## config.mk

```make
export PLATFORM = sky130hd
export DESIGN_NAME = seg_decode
export DESIGN_NICKNAME = d
export VERILOG_FILES = /design/src/rtl/seg_decode.sv
export SDC_FILE = /design/constraint.sdc
export NUM_CORES = 1
export LEC_CHECK = 0
export ABC_AREA = 0
export CAP_MARGIN = 20
export CORE_ASPECT_RATIO = 0.75
export CORE_MARGIN = 10
export CORE_UTILIZATION = 52
export CTS_CLUSTER_DIAMETER = 40
export CTS_CLUSTER_SIZE = 16
export DETAILED_ROUTE_END_ITERATION = 8
export GPL_TIMING_DRIVEN = 0
export PLACE_DENSITY = 0.76
export SLEW_MARGIN = 20
export SYNTH_ARGS = -nofsm -noshare
export SYNTH_HDL_FRONTEND = slang
export SYNTH_SLANG_ARGS = --single-unit
```

## constraint.sdc

```tcl
create_clock -name clock -period 4.7 [get_ports clock]
set_input_delay 0.94 -clock clock [delete_from_list [all_inputs] [get_ports clock]]
set_output_delay 0.94 -clock clock [all_outputs]
set_load 0.05 [all_outputs]
```

## src/rtl/seg_decode.sv

```systemverilog
`default_nettype none
// ============================================================================
// Module  : seg_decode
// Brief   : Recovers hex digits from a multiplexed active-low 7-segment bus.
// Revision: 1.0 - initial release
// ============================================================================
module seg_decode #(
    parameter int unsigned STABLE = 4
) (
    input  logic        clock,
    input  logic        reset_n,
    input  logic [7:0]  seg,
    input  logic [3:0]  dig,
    output logic [15:0] hex,
    output logic [3:0]  dp,
    output logic [3:0]  valid,
    output logic        upd,
    output logic        bad
);

    localparam logic [7:0] C_STABLE = 8'(STABLE);

    logic [7:0] r_seg_meta;
    logic [7:0] r_seg_sync;
    logic [7:0] r_seg_prev;
    logic [3:0] r_dig_meta;
    logic [3:0] r_dig_sync;
    logic [3:0] r_dig_prev;
    logic [7:0] r_cnt;

    logic       w_same;
    logic       w_cap;
    logic       w_legal;
    logic [3:0] w_nib;
    logic [3:0] w_write;

    assign w_same  = (r_seg_sync == r_seg_prev) && (r_dig_sync == r_dig_prev);
    // Capture fires only on the single edge the counter reaches STABLE, so a held pattern never recaptures.
    assign w_cap   = w_same && (r_cnt == C_STABLE - 8'd1);
    assign w_write = w_cap ? ~r_dig_sync : 4'b0000;

    always_comb begin
        w_legal = 1'b1;
        w_nib   = 4'h0;
        case (r_seg_sync[6:0])
            7'h40:   w_nib = 4'h0;
            7'h79:   w_nib = 4'h1;
            7'h24:   w_nib = 4'h2;
            7'h30:   w_nib = 4'h3;
            7'h19:   w_nib = 4'h4;
            7'h12:   w_nib = 4'h5;
            7'h02:   w_nib = 4'h6;
            7'h78:   w_nib = 4'h7;
            7'h00:   w_nib = 4'h8;
            7'h10:   w_nib = 4'h9;
            7'h08:   w_nib = 4'hA;
            7'h03:   w_nib = 4'hB;
            7'h46:   w_nib = 4'hC;
            7'h21:   w_nib = 4'hD;
            7'h06:   w_nib = 4'hE;
            7'h0E:   w_nib = 4'hF;
            default: w_legal = 1'b0;
        endcase
    end

    always_ff @(posedge clock or negedge reset_n) begin
        if (!reset_n) begin
            r_seg_meta <= 8'hFF;
            r_seg_sync <= 8'hFF;
            r_seg_prev <= 8'hFF;
            r_dig_meta <= 4'hF;
            r_dig_sync <= 4'hF;
            r_dig_prev <= 4'hF;
            r_cnt      <= 8'd0;
            hex        <= 16'h0000;
            dp         <= 4'h0;
            valid      <= 4'h0;
            upd        <= 1'b0;
            bad        <= 1'b0;
        end else begin
            r_seg_meta <= seg;
            r_seg_sync <= r_seg_meta;
            r_seg_prev <= r_seg_sync;
            r_dig_meta <= dig;
            r_dig_sync <= r_dig_meta;
            r_dig_prev <= r_dig_sync;

            if (!w_same) begin
                r_cnt <= 8'd0;
            end else if (r_cnt != C_STABLE) begin
                r_cnt <= r_cnt + 8'd1;
            end

            // An illegal glyph still updates dp but leaves the old nibble in place.
            for (int n = 0; n < 4; n++) begin
                if (w_write[n]) begin
                    dp[n]    <= ~r_seg_sync[7];
                    valid[n] <= w_legal;
                    if (w_legal) begin
                        hex[4*n +: 4] <= w_nib;
                    end
                end
            end

            upd <= |w_write;
            bad <= (|w_write) && !w_legal;
        end
    end

endmodule
`default_nettype wire
```

==> impl_results.md <==
* Outcome: completed
* DRT Pass-1 Iters at 5
* TritonCTS clock tree: built
* Rel. slew slack at 41.79%
* Hold path start: r_seg_meta[6]
* Wire length per cell at between 15 and 20 um
* PostCTS Resize Cnt at 0
* Worst path bufs/invs at 1
* Final GP Congestion at between 0.8 and 0.9
* Post-synth ARST share at 100.0%
* Cells along the critical path: clkbuf_1, xor2_1, nor4_2, nand4_4, a211oi_2, mux2_1
* Clock transition at path regs at 0.08 ns
* Fin area at 3699 um^2
* Total number of vias at roughly 2.0k
* Post-synthesis net count at 250
* Synth top cells by count: 36 x dfstp_2, 34 x dfrtp_1, 18 x xor2_1
* Pwr/cell area at 322.0 nW/um^2
* Grt ovf at 0
* Leak at 1.490 nW
* Initial Util at 54.87%
* Final Hold Fails at 0
* Peak supply drop at between 0.2 and 0.3 mV
* Setup crit end kind: flop
* Pins Over Slew Limit at 0
* Crit-path max FO at 10
* Clk_skew at approximately 0.0090 ns
* Critical path origin: r_seg_sync[0]
* Setup ws final at 2.048 ns
* Crit Path Category: reg2reg
* Synth cell types at 48
* Top cells by area, synth: dfstp_2 32%, dfrtp_1 28%, xor2_1 5.3%
* Avg Cell Area, Syn at 12.82 um^2
* RSZ-0062 raised after global routing: no
* Mean number of vias per cell at 5.436
* Pre-CTS setup slack at 2.085 ns
* Max Root-Sink Buffers at 2
* Post-CTS Setup Inserts at 0
* Number of synthesized flops with an enable pin at 0
* Cells after Synth at 234
* DRT Wirelength at 6057 um
* DIE WIDTH at approximately 110 um
* # diodes at 0
* Critical path arrival at 2.88 ns
* Setup crit start kind: flop
* Site row count at 23
* Clock Tree Root: clkbuf_8
* Yosys reg bits at 70
* Antenna-violating nets left at 0
* Worst skew pair latency at 0.34 ns
* Setup_tns at 0 ns
* Top cell type's share of synthesized area at between 30% and 40%
* Slew @ Worst Pin at 0.8619 ns
* Part of the cycle the worst path needs at 56.42%
* Reg2reg start: r_seg_sync[0]
* Layout area overhead at 23.27%
* DRC viols at 0
* Worst EP required at 4.93 ns
* Largest area contributor in the netlist: dfstp_2
* CTS sink cnt at 70
* Inst Count DP at 349
* Total CTS buffers at 9
* Worst min path class: reg2reg
* Max cap viols at 0
* Final non-filler cell total at about 370
* Min cycle time layout at about 2.7 ns
* Number of global-route vias before repair at roughly 2.0k
* Power, Total at 0.001191 W
* NumNets Final at 301
* Antenna violations before repair at 0
* Buffers on Ports at 39
* Finish-stage setup viols at 0
* Yosys warning count at 0
* Cell family with the largest share of critical-path delay: flip-flops
* Fraction of layout cells with a size suffix above 1 at 27.93%
* Largest net degree at the start of global routing at 47
* Highest Clock Rate at 377.1 MHz
* Full die area at 9240 um^2
* Height of the die at around 86 um
* FILL cells at 411
* Largest stage delay on the critical path at 0.61 ns
* Cts hold-fix bufs at 0
* H-tree Lvls at 3
* Post-synth top flop: dfstp_2
* Hpwl dp at 4383 um
* Syn Std Cell Area at 3000 um^2
* First-pass GRT wire length at around 10000 um
* Top-count cell post-synth: dfstp_2
* I/O pin count at 40
* Total GRT Usage at 14.09%
* Number of DRC markers in iteration 0 at between 100 and 150
* Placed Area at ~3500 um^2
* Slowest cell on crit path: dfstp_2
* Core area at between 5000 and 6000 um^2
* Sequential share of the synthesized area at between 50% and 60%
[cell type report]
cell class                      count  area, um^2  area share [%]
Sequential cell                    70        1797           48.58
Multi-Input combinational cell    140        1099           29.70
Timing Repair Buffer               40       407.9           11.03
Clock buffer                        9       123.9           3.349
Tap cell                           75       93.84           2.537
Clock inverter                      7       72.57           1.962
Buffer                             10       52.55           1.421
Inverter                           14       52.55           1.421
[final timing paths]
kind | endpoint | slack, ns | cells past startpoint
setup / recovery | hex[12] | 2.05 | 6
hold reg to reg | r_seg_sync[6] | 0.35 | 0
setup reg to reg | hex[12] | 2.05 | 6
min in group asynchronous | hex[13] | 0.49 | 1
max in group asynchronous | r_seg_meta[3] | 3.61 | 2
hold / removal | r_seg_sync[6] | 0.35 | 0
[cell usage in the layout, fill, tap and decap left out, types with 3 or more instances in the layout]
cell             count
a2bb2oi_1            5
clkdlybuf4s50_1     38
nand2_1              9
nor3b_1              4
dfrtp_1             34
inv_1               14
nand2b_1             4
nor4b_1              3
o31ai_1              8
nand3_1              6
nor4_1               3
clkbuf_8             9
a211oi_1             4
dfstp_2             36
mux2_2               4
nor4_2               3
a21oi_1              6
nor2_1              12
xor2_1              18
buf_2                6
buf_4                3
mux2i_1              6
or3_1                3
nor2_2               3
o2bb2ai_1            6
[state kept, by name, indices dropped and copies added (netlist names)]
name,flops
dp,4
r_dig_meta,4
r_cnt,8
r_seg_meta,8
r_dig_prev,4
r_seg_prev,8
r_seg_sync,8
valid,4
hex,16
r_dig_sync,4
bad,1
upd,1
[per-layer routing]
layer | global-route usage (%) | up-vias | wire length [um]
li1 | - | 938 | -
met1 | 19.45 | 971 | 2845
met2 | 19.98 | 65 | 2703
met3 | 4.783 | 10 | 433
met4 | 5.085 | 0 | 75
met5 | 0 | - | 0
[where the power goes]
part	internal, W	switching (W)	total, W
registers	0.000631	0.0000140	0.000645
logic	0.0000301	0.0000432	0.0000733
clock network	0.000245	0.000227	0.000473
total	0.000906	0.000285	0.00119
[through the flow]
stage / hold slack [ns] / utilization (%)
floorplan: 0.3452 / -
global placement: 0.3455 / 63.73
detailed placement: 0.3468 / 64.05
CTS: 0.3519 / 67.64
global route: 0.3523 / 67.64
finish: 0.3509 / 67.64
[cells by family (layout without fill, tap and decap cells)]
group	count (synthesis)	after routing	synth area share, %
XOR/XNOR	19	19	5.546
adder cells (fa/ha/maj)	2	2	0.8339
AO/OA/AOI/OAI	40	40	11.01
multiplexers	12	12	4.253
buffers and inverters	24	80	3.503
AND/OR/NAND/NOR	67	67	14.97
flip-flops	70	70	59.88
Note: power is estimated with default switching activity, not from simulation.
